`src/rtl/score_keeper_if.sv`:
```
`default_nettype none
// ============================================================================
// Module  : score_keeper_if
// Brief   : Control pulses and score/display outputs of score_keeper.
// Revision: 1.0 - initial release
// ============================================================================
interface score_keeper_if;
    logic        game_start;
    logic        hit;
    logic [31:0] score;
    logic [31:0] score_hi;
    logic [15:0] hi_bcd;
    logic        bcd_valid;
    logic        new_hi;
    logic        running;

    modport master (
        output game_start, hit,
        input  score, score_hi, hi_bcd, bcd_valid, new_hi, running
    );

    modport slave (
        input  game_start, hit,
        output score, score_hi, hi_bcd, bcd_valid, new_hi, running
    );
endinterface
`default_nettype wire

```
`src/rtl/score_keeper.sv`:
```
`default_nettype none
// ============================================================================
// Module  : score_keeper
// Brief   : Live score, delayed high-score commit and sequential BCD conversion.
// Revision: 1.0 - initial release
// ============================================================================
module score_keeper #(
    parameter int TICK_DIV  = 5_000_000,
    parameter int HI_DELAY  = 100_000_000,
    parameter int MAX_SCORE = 9999
) (
    input  wire            clk,
    input  wire            reset,
    score_keeper_if.slave  bus
);
    localparam int          C_TW         = (TICK_DIV > 1) ? $clog2(TICK_DIV) : 1;
    localparam int          C_DW         = (HI_DELAY > 1) ? $clog2(HI_DELAY) : 1;
    localparam logic [C_TW-1:0] C_TICK_LAST  = C_TW'(TICK_DIV - 1);
    localparam logic [C_DW-1:0] C_DELAY_LAST = C_DW'(HI_DELAY - 1);
    localparam logic [13:0] C_MAX        = 14'(MAX_SCORE);

    typedef enum logic [2:0] {IDLE, RUN, HOLD, COMMIT, CONV} state_t;

    state_t          state_q,     state_d;
    logic [C_TW-1:0] tick_q,      tick_d;
    logic [C_DW-1:0] delay_q,     delay_d;
    logic [13:0]     score_q,     score_d;
    logic [13:0]     score_hi_q,  score_hi_d;
    logic [15:0]     hi_bcd_q,    hi_bcd_d;
    logic            bcd_valid_q, bcd_valid_d;
    logic            new_hi_q,    new_hi_d;
    logic            running_q,   running_d;
    logic [13:0]     shift_q,     shift_d;
    logic [15:0]     digits_q,    digits_d;
    logic [3:0]      step_q,      step_d;
    logic [15:0]     w_adj;

    function automatic logic [15:0] add3(input logic [15:0] d);
        logic [15:0] r;
        r = d;
        for (int i = 0; i < 4; i++) begin
            if (r[i*4 +: 4] >= 4'd5) r[i*4 +: 4] = r[i*4 +: 4] + 4'd3;
        end
        return r;
    endfunction

    always_comb begin
        state_d     = state_q;
        tick_d      = tick_q;
        delay_d     = delay_q;
        score_d     = score_q;
        score_hi_d  = score_hi_q;
        hi_bcd_d    = hi_bcd_q;
        bcd_valid_d = bcd_valid_q;
        new_hi_d    = new_hi_q;
        shift_d     = shift_q;
        digits_d    = digits_q;
        step_d      = step_q;
        w_adj       = add3(digits_q);

        case (state_q)
            IDLE: begin
                if (bus.game_start) begin
                    state_d  = RUN;
                    score_d  = '0;
                    new_hi_d = 1'b0;
                    tick_d   = '0;
                end
            end
            RUN: begin
                // A hit outranks both a restart and a tick wrap in the same cycle.
                if (bus.hit) begin
                    state_d = HOLD;
                    delay_d = '0;
                end else if (bus.game_start) begin
                    score_d = '0;
                    tick_d  = '0;
                end else if (tick_q == C_TICK_LAST) begin
                    tick_d = '0;
                    if (score_q < C_MAX) score_d = score_q + 14'd1;
                end else begin
                    tick_d = tick_q + 1'b1;
                end
            end
            HOLD: begin
                if (delay_q == C_DELAY_LAST) state_d = COMMIT;
                else                         delay_d = delay_q + 1'b1;
            end
            COMMIT: begin
                if (score_q > score_hi_q) begin
                    score_hi_d = score_q;
                    new_hi_d   = 1'b1;
                end
                bcd_valid_d = 1'b0;
                step_d      = 4'd0;
                state_d     = CONV;
            end
            CONV: begin
                if (step_q == 4'd0) begin
                    shift_d  = score_hi_q;
                    digits_d = '0;
                    step_d   = 4'd1;
                end else begin
                    {digits_d, shift_d} = {w_adj, shift_q} << 1;
                    step_d = step_q + 4'd1;
                    if (step_q == 4'd14) begin
                        hi_bcd_d    = {w_adj[14:0], shift_q[13]};
                        bcd_valid_d = 1'b1;
                        state_d     = IDLE;
                    end
                end
            end
            default: state_d = IDLE;
        endcase

        running_d = (state_d == RUN);
    end

    always_ff @(posedge clk or posedge reset) begin
        if (reset) begin
            state_q     <= IDLE;
            tick_q      <= '0;
            delay_q     <= '0;
            score_q     <= '0;
            score_hi_q  <= '0;
            hi_bcd_q    <= '0;
            bcd_valid_q <= 1'b1;
            new_hi_q    <= 1'b0;
            running_q   <= 1'b0;
            shift_q     <= '0;
            digits_q    <= '0;
            step_q      <= '0;
        end else begin
            state_q     <= state_d;
            tick_q      <= tick_d;
            delay_q     <= delay_d;
            score_q     <= score_d;
            score_hi_q  <= score_hi_d;
            hi_bcd_q    <= hi_bcd_d;
            bcd_valid_q <= bcd_valid_d;
            new_hi_q    <= new_hi_d;
            running_q   <= running_d;
            shift_q     <= shift_d;
            digits_q    <= digits_d;
            step_q      <= step_d;
        end
    end

    assign bus.score     = {18'd0, score_q};
    assign bus.score_hi  = {18'd0, score_hi_q};
    assign bus.hi_bcd    = hi_bcd_q;
    assign bus.bcd_valid = bcd_valid_q;
    assign bus.new_hi    = new_hi_q;
    assign bus.running   = running_q;
endmodule
`default_nettype wire

```
`src/flat_wrapper.sv`:
```
// flat-port wrapper written by rule: the top's interface ports become plain ports
module score_keeper_flat 
#(
    parameter int TICK_DIV  = 5_000_000,
    parameter int HI_DELAY  = 100_000_000,
    parameter int MAX_SCORE = 9999
)
  (clk, reset, bus_game_start, bus_hit, bus_score, bus_score_hi, bus_hi_bcd, bus_bcd_valid, bus_new_hi, bus_running);
  score_keeper_if bus_i ();
  input  wire clk;
  input  wire reset;
  input wire logic [$bits(bus_i.game_start)-1:0] bus_game_start;
  input wire logic [$bits(bus_i.hit)-1:0] bus_hit;
  output wire logic [$bits(bus_i.score)-1:0] bus_score;
  output wire logic [$bits(bus_i.score_hi)-1:0] bus_score_hi;
  output wire logic [$bits(bus_i.hi_bcd)-1:0] bus_hi_bcd;
  output wire logic [$bits(bus_i.bcd_valid)-1:0] bus_bcd_valid;
  output wire logic [$bits(bus_i.new_hi)-1:0] bus_new_hi;
  output wire logic [$bits(bus_i.running)-1:0] bus_running;
  assign bus_i.game_start = bus_game_start;
  assign bus_i.hit = bus_hit;
  assign bus_score = bus_i.score;
  assign bus_score_hi = bus_i.score_hi;
  assign bus_hi_bcd = bus_i.hi_bcd;
  assign bus_bcd_valid = bus_i.bcd_valid;
  assign bus_new_hi = bus_i.new_hi;
  assign bus_running = bus_i.running;
  score_keeper #(.TICK_DIV(TICK_DIV), .HI_DELAY(HI_DELAY), .MAX_SCORE(MAX_SCORE)) u_core (.clk(clk), .reset(reset), .bus(bus_i));
endmodule
```
`config.mk`:
```
export PLATFORM = sky130hd
export DESIGN_NAME = score_keeper_flat
export DESIGN_NICKNAME = d
export VERILOG_FILES = /design/src/rtl/score_keeper_if.sv /design/src/rtl/score_keeper.sv /design/src/flat_wrapper.sv
export SDC_FILE = /design/constraint.sdc
export NUM_CORES = 1
export LEC_CHECK = 0
export CAP_MARGIN = 0
export CORE_ASPECT_RATIO = 1.1
export CORE_MARGIN = 2
export CORE_UTILIZATION = 45
export DETAILED_ROUTE_END_ITERATION = 10
export HOLD_SLACK_MARGIN = 0.12
export PLACE_DENSITY = 0.75
export SLEW_MARGIN = 20
export SYNTH_ARGS = -nofsm -noshare
export SYNTH_HDL_FRONTEND = slang
export SYNTH_SLANG_ARGS = --single-unit
```
`constraint.sdc`:
```
create_clock -name clk -period 8.05 [get_ports clk]
set_input_delay 2.0125 -clock clk [delete_from_list [all_inputs] [get_ports clk]]
set_output_delay 2.0125 -clock clk [all_outputs]
set_load 0.05 [all_outputs]
```
==> key figures, run 1 <==
Clock tree
  – Clock Pin Slew Worst Setup and Hold Paths: ~0.05 ns
  – CTS tree: yes
  – Setup Fix Bufs, Post-CTS: 0
  – Clock sinks: about 130
  – CTS root buf: clkbuf_16
  – # hold bufs at CTS: 0
  – Later-pin clock latency in the skew report: 0.42 ns
  – Max Buffers Root-to-Sink: 2
  – CTS resizes: 0
  – H-tree depth: 4
  – CTS Buf Count: 17

Power and ir drop
  – Power per cell area: 279 mW/mm²
  – Lkg Pwr: slightly below 4 nW
  – VDD IR max: roughly 0.00019 V

Timing
  – Setup WS post-layout: between 3 and 4 ns
  – Setup repair after global routing missed its margin: no
  – Setup total negative slack: 0 ns
  – Min cycle time layout: 4.08 ns
  – Clock Skew: 0.00488 ns
  – Slew HR: 0.387
  – Final setup vio count: 0
  – Worst Max-Slew Pin Slew: roughly 0.9 ns
  – Fin crit share: 0.507
  – Fmax: about 250 MHz
  – Final hold vios: 0
  – Final-report max-slew violation count: 0

Run
  – Max Cap Viol: 0

Die
  – Boundary pin count: 87
  – Die Ht: roughly 140 µm
  – DIE WIDTH: approximately 130 µm
  – Row count: 50
  – Starting Density: 0.455
  – DIE AREA: 0.0182 mm²
  – Core area: 0.0169 mm²

Critical path
  – CP Max Fanout: 16
  – Setup crit start kind: primary input
  – CP arrival: 4.42 ns
  – Crit end category: flip-flop
  – CP Data Required Time: approximately 8.4 ns
  – Setup CP Type: in -> reg

Logic synthesis
  – Library cells used by synthesis: between 60 and 70
  – Mux cell area share after synthesis: 0.0381
  – Post-synth EDFFs: 0
  – Largest family of logic cells by synthesized area: simple AND/OR/NAND/NOR gates
  – Synthesized flop and latch total: about 130
  – Mapped Area: between 0.007 and 0.008 mm²
  – Post-synthesis cell count: 836
  – Synthesized-area fraction occupied by adder cells: 0.0456
  – Simple-gate share of the synthesized area: 0.211
  – Post-synthesis sequential area ratio: 0.436
  – Synth Area in XOR/XNOR: 0.0216
  – Synth async-reset ratio: 1.00
  – Ys flop type: dfrtp_1
  – Mapped Avg Cell Area: about 9.2 µm²
  – Post-synthesis compound-gate area fraction: 0.171
  – Synth warnings: 0

Detailed routing
  – Via count: 6,326
  – ANT nets after route: 0
  – WL/cell: approximately 16 µm
  – DRC errors left: 0
  – Final WL: around 17,000 µm
  – DRT iter0 DRCs: between 500 and 600
  – Detailed Routing Iterations Pass 1: 5
  – Vias/cell: a little under 6

Place
  – Dpl hpwl: between 10,000 and 15,000 µm
  – GPL Wtd Cong: 0.805
  – Pre-CTS setup slack: approximately 3.3 ns
  – Dpl cell area: around 0.0082 mm²
  – IO Port Bufs: 50

Global route
  – GR Util All Layers: 0.197
  – Overflow after GRT: 0
  – Initial antenna violation count: 0
  – Vias in the first global route: 5,949
  – First-pass GRT wire length: a little under 30,000 µm
  – Largest net degree at the start of global routing: slightly above 70

Layout
  – Layout cells sized above 1: 0.0577
  – Fin area: between 0.008 and 0.009 mm²
  – Fin util: 0.523
  – ANT cells: 0
  – Net count, final: ~900
  – Area Growth Syn to Fin: 15.0%

Status
  – Outcome: finished clean

Worst hold path
  – Worst hold path type: reg -> reg
-- Yosys cell counts (3+ instances only) --
master / count / area, µm²
nand2_1: 139 / 522
dfrtp_1: 133 / 3330
o21ai_0: 56 / 280
buf_4: 36 / 270
nor2_1: 36 / 135
inv_1: 35 / 131
a21oi_1: 33 / 165
nand3_1: 29 / 145
clkbuf_1: 28 / 105
ha_1: 28 / 350
mux2i_1: 27 / 270
o211ai_1: 27 / 203
xnor2_1: 17 / 149
and3_1: 15 / 93.8
nand4_1: 15 / 93.8
o2111ai_1: 15 / 131
nor3_1: 12 / 60.1
or4_1: 12 / 90.1
and4_1: 11 / 96.3
a32o_1: 9 / 90.1
nor3b_1: 8 / 60.1
nor4_1: 8 / 50.1
or3_1: 8 / 50.1
buf_2: 7 / 35.0
nand2b_1: 7 / 43.8
o22ai_1: 6 / 37.5
a31oi_1: 5 / 31.3
o31ai_1: 5 / 37.5
a2111o_1: 4 / 45.0
a21o_1: 4 / 30.0
a22o_1: 4 / 35.0
and2_1: 4 / 25.0
nor2b_1: 4 / 25.0
a41o_1: 3 / 30.0
buf_6: 3 / 33.8
nand3b_1: 3 / 22.5
o21a_1: 3 / 22.5
o311ai_0: 3 / 26.3
-- routing by layer --
layer / track usage / up-vias / routed length, µm
met3: 0.0410 / 40 / 676
met1: 0.256 / 3089 / 7670
met2: 0.319 / 161 / 8280
li1: - / 3036 / -
met4: 0.0824 / 0 / 380
met5: 0 / - / 0
-- flip-flops by register name, indices dropped and copies added, names as in the netlist --
| register | flops |
|---|---|
| u_core.delay_q | 27 |
| u_core.bus.bcd_valid | 1 |
| u_core.bus.running | 1 |
| u_core.tick_q | 23 |
| u_core.shift_q | 14 |
| u_core.step_q | 4 |
| u_core.score_hi_q | 14 |
| u_core.score_q | 14 |
| u_core.bus.new_hi | 1 |
| u_core.state_q | 3 |
| u_core.digits_q | 16 |
| u_core.bus.hi_bcd | 16 |
-- per-stage QoR --
stage / instances / total power [mW] / hold slack, ns
2_1_floorplan: 871 / 1.46 / 0.438
3_3_place_gp: 1059 / 1.60 / 0.450
3_5_place_dp: 1059 / 1.63 / 0.464
4_1_cts: 1091 / 2.48 / 0.477
5_1_grt: 1092 / 2.61 / 0.505
6_report: 1092 / 2.47 / 0.472
-- worst paths after layout --
check	startpoint	end	slack [ns]	cells past startpoint
min reg2reg	u_core.bus.hi_bcd[13]	u_core.bus.hi_bcd[13]	0.47	2
max	bus_game_start	u_core.score_q[11]	3.97	8
max in group asynchronous	reset	u_core.digits_q[13]	4.72	3
max reg2reg	u_core.score_q[3]	u_core.score_hi_q[13]	5.41	7
min	u_core.bus.hi_bcd[13]	u_core.bus.hi_bcd[13]	0.47	2
min in group asynchronous	reset	u_core.bus.hi_bcd[1]	2.06	2
-- area by class of cell --
cell class / instances / area (µm²)
Multi-Input combinational cell: 626 / 3890
Clock inverter: 9 / 173
Fill cell: 1551 / 8050
Timing Repair Buffer: 57 / 557
Clock buffer: 23 / 468
Sequential cell: 134 / 3350
Inverter: 35 / 136
Tap cell: 208 / 260
-- critical path, cell delays in order --
cell and delay (ns):
clkdlybuf4s50_1 0.55, nor2b_1 0.31, o21ai_1 0.29, buf_4 0.27, inv_1 0.42, nand4_1 0.14
a21oi_1 0.20, mux2i_1 0.21
-- report_power, final --
group          total [mW]  switching (mW)  internal [mW]
registers           0.893           0.113          0.780
logic               0.727           0.481          0.246
clock network       0.847           0.283          0.564
-- cells in the final DEF (no fill, tap or decap), types with 4 or more instances in the layout --
cell type	Yosys	layout
nand2_1	139	139
dfrtp_1	133	133
o21ai_0	56	55
clkdlybuf4s50_1	0	50
nor2_1	36	36
conb_1	1	36
inv_1	35	34
a21oi_1	33	33
nand3_1	29	29
ha_1	28	28
o211ai_1	27	27
mux2i_1	27	27
xnor2_1	17	17
clkbuf_16	0	17
and3_1	15	15
nand4_1	15	15
o2111ai_1	15	15
or4_1	12	12
nor3_1	12	12
and4_1	11	11
a32o_1	9	9
nor4_1	8	8
or3_1	8	8
nor3b_1	8	7
nand2b_1	7	7
o22ai_1	6	6
buf_4	36	6
a31oi_1	5	5
o31ai_1	5	5
bufinv_16	0	5
nor2b_1	4	4
and2_1	4	4
a2111o_1	4	4
a21o_1	4	4
a22o_1	4	4
clkbuf_1	28	4
-- kinds of logic (layout without fill, tap and decap cells) --
kind of cell	after synthesis	count (layout)
simple gates	321	321
mux	29	29
xor+xnor	19	19
fa+ha+maj	28	28
buf+inv	111	124
other cells	1	36
flops	134	134
compound gates	193	193
Power figures use the tool's default switching activity.
==> inputs of run 2 (changes only) <==
Settings changed: PLACE_DENSITY 0.75 to 0.78.
Clock period 8.05 ns to 3.34 ns, I/O delays scaled along.
==> key figures, run 2 (same netlist as run 1, synthesis figures left out) <==
Place
  – Dpl hpwl: 11,500 µm (+1.1%)
  – IO Port Bufs: 50 (unchanged)
  – GPL Wtd Cong: 0.849 (+5.5%)

Detailed routing
  – M1 WL: 7590 µm (-1.1%)
  – Routed length on met2: 8180 µm (-1.2%)
  – Top sig layer: met4
  – Final WL: 16,800 µm (-1.2%)
  – Via count: 6,247 (-1.2%)
  – ANT nets after route: 0 (unchanged)
  – Detailed Routing Iterations Pass 1: 5 (unchanged)
  – Met3 wire len: 767 µm (+13%)
  – Vias/cell: 5.68 (-2.0%)
  – DRC errors left: 0 (unchanged)
  – WL/cell: 15.3 µm (-2.0%)
  – DRT iter0 DRCs: 606 (+16%)

Timing
  – Clock Skew: 0.0114 ns (+0.00657 ns)
  – Min cycle time layout: roughly 2.7 ns
  – Fmax: around 370 MHz
  – Setup repair after global routing missed its margin: no
  – Final setup vio count: 0 (unchanged)
  – Worst Max-Slew Pin Slew: 0.966 ns (+0.0494 ns)
  – Fin crit share: 0.810
  – Final-report max-slew violation count: 0 (unchanged)
  – Setup total negative slack: 0 ns (unchanged)
  – Slew HR: 0.354 (-0.0330)
  – Final hold vios: 0 (unchanged)

Layout
  – Top reg by flops: u_core.delay_q
  – Max FFs per register: 27 (unchanged)
  – Layout cells sized above 1: 0.0684 (+0.0107)
  – # fillers: 1,511 (-2.6%)
  – ANT cells: 0 (unchanged)
  – Fin util: 0.523 (about the same)
  – Most frequent cells in the layout: nand2_1 (139), dfrtp_1 (133), o21ai_0 (55), clkdlybuf4s50_1 (50)
  – Net count, final: 911 (+0.89%)
  – Area Growth Syn to Fin: 14.9% (about the same)
  – Commonest non-fill, non-tap cell in the layout: nand2_1
  – Biggest regs: u_core.delay_q x27, u_core.tick_q x23

Clock tree
  – CTS tree: yes
  – Clock sinks: 134 (unchanged)
  – Max Buffers Root-to-Sink: 2 (unchanged)
  – H-tree depth: 4 (unchanged)
  – CTS resizes: 0 (unchanged)
  – Clock Pin Slew Worst Setup and Hold Paths: 0.06 ns (about the same)
  – # hold bufs at CTS: 0 (unchanged)
  – Later-pin clock latency in the skew report: 0.43 ns (about the same)
  – CTS Buf Count: 17 (unchanged)
  – CTS root buf: clkbuf_16
  – Setup Fix Bufs, Post-CTS: 0 (unchanged)

Power and ir drop
  – Clock share of power: 0.305 (-0.039)
  – Power Internal: 3.52 mW (+120%)
  – Sequential power share: 0.381 (+0.019)
  – Sw Share: 0.378 (+0.0229)
  – Lkg Pwr: 3.90 nW (-0.17%)
  – VDD IR max: 0.000413 V (+110%)
  – Switching power: 2.14 mW (+140%)
  – Power share of the combinational group: 0.314 (+0.019)
  – Power per cell area: 640 mW/mm² (+130%)
  – Design Power: 5.66 mW (+130%)

Global route
  – First-pass GRT wire length: 28,500 µm (-1.3%)
  – Vias in the first global route: 6,097 (+2.5%)
  – Overflow after GRT: 0 (unchanged)
  – Largest net degree at the start of global routing: 40 (-44%)
  – Initial antenna violation count: 0 (unchanged)
  – GR Util All Layers: 0.194 (-0.00261)

Die
  – DIE WIDTH: 129 µm (unchanged)
  – Row count: 50 (unchanged)
  – Core area: 0.0169 mm² (unchanged)
  – Die Ht: 141 µm (unchanged)
  – Starting Density: 0.455 (unchanged)
  – Boundary pin count: 87 (unchanged)
  – DIE AREA: 0.0182 mm² (unchanged)

Critical path
  – CP Buf/Inv Count: 1 (-2)
  – CP arrival: 1.87 ns (-2.55 ns)
  – CP Max Fanout: 10 (-6)
  – Worst path cell trace: clkdlybuf4s50_1
  – Critical path depth: 1 (-7)
  – R2R depth: 6 (-1)
  – CP Data Required Time: 2.50 ns (-5.89 ns)
  – Crit end category: primary output
  – CP max stage delay: 0.88 ns (+0.33 ns)
  – R2r setup slk: 0.75 ns (-4.66 ns)
  – CP top delay family: buffers and inverters
  – Setup crit start kind: flip-flop
  – Setup CP Type: reg -> out
  – Slowest stage cell, crit path: clkdlybuf4s50_1

Worst hold path
  – Worst hold path type: reg -> reg
  – WHS Path Cells: 2 (unchanged)

Run
  – Max Cap Viol: 0 (unchanged)

Status
  – Outcome: finished clean
==> run 2: power groups by stage <==
stage / registers, mW / logic (mW) / clock network (mW)
2_1_floorplan: 2.21 / 1.31 / 0
3_3_place_gp: 2.16 / 1.74 / 0
3_5_place_dp: 2.17 / 1.77 / 0
4_1_cts: 2.15 / 1.79 / 1.75
5_1_grt: 2.20 / 1.98 / 1.83
6_report: 2.15 / 1.78 / 1.72
==> run 2: area by class of cell <==
cell class                      instances  area [µm²]  area share
Multi-Input combinational cell        626        3890       0.440
Sequential cell                       134        3350       0.380
Timing Repair Buffer                   65         651      0.0736
Clock buffer                           19         433      0.0490
Tap cell                              208         260      0.0294
Inverter                               35         135      0.0153
Clock inverter                         13         111      0.0126
==> run 2: tightest hold or removal path, delay by kind of cell (launching register included) <==
kind	cells	cell delay [ns]
DFF	1	0.34
and+or+nand+nor	2	0.10
==> run 2: path summary, 6_finish.rpt <==
kind | from | end
min in group asynchronous | reset | u_core.bus.hi_bcd[6]
worst max-delay path | u_core.score_q[5] | bus_score[5]
max in group asynchronous | reset | u_core.bus.bcd_valid
worst min-delay path | u_core.shift_q[0] | u_core.shift_q[0]
worst max register to register | u_core.tick_q[16] | u_core.tick_q[22]
worst min register to register | u_core.shift_q[0] | u_core.shift_q[0]
==> run 2: metrics by stage <==
step	setup slack (ns)	cells	hold slack (ns)	area, µm²
floorplan	0.676	871	0.438	7830
global placement	0.420	1068	0.449	8290
detailed placement	0.372	1068	0.458	8290
CTS	0.623	1100	0.470	8830
global route	0.453	1100	0.504	8840
finish	0.634	1100	0.470	8840
==> run 2: per-layer routing <==
metal  vias to the layer above  track usage
met1                      3021        0.244
met4                         0       0.0692
met2                       142        0.319
li1                       3065            -
met5                         -            0
met3                        19       0.0562
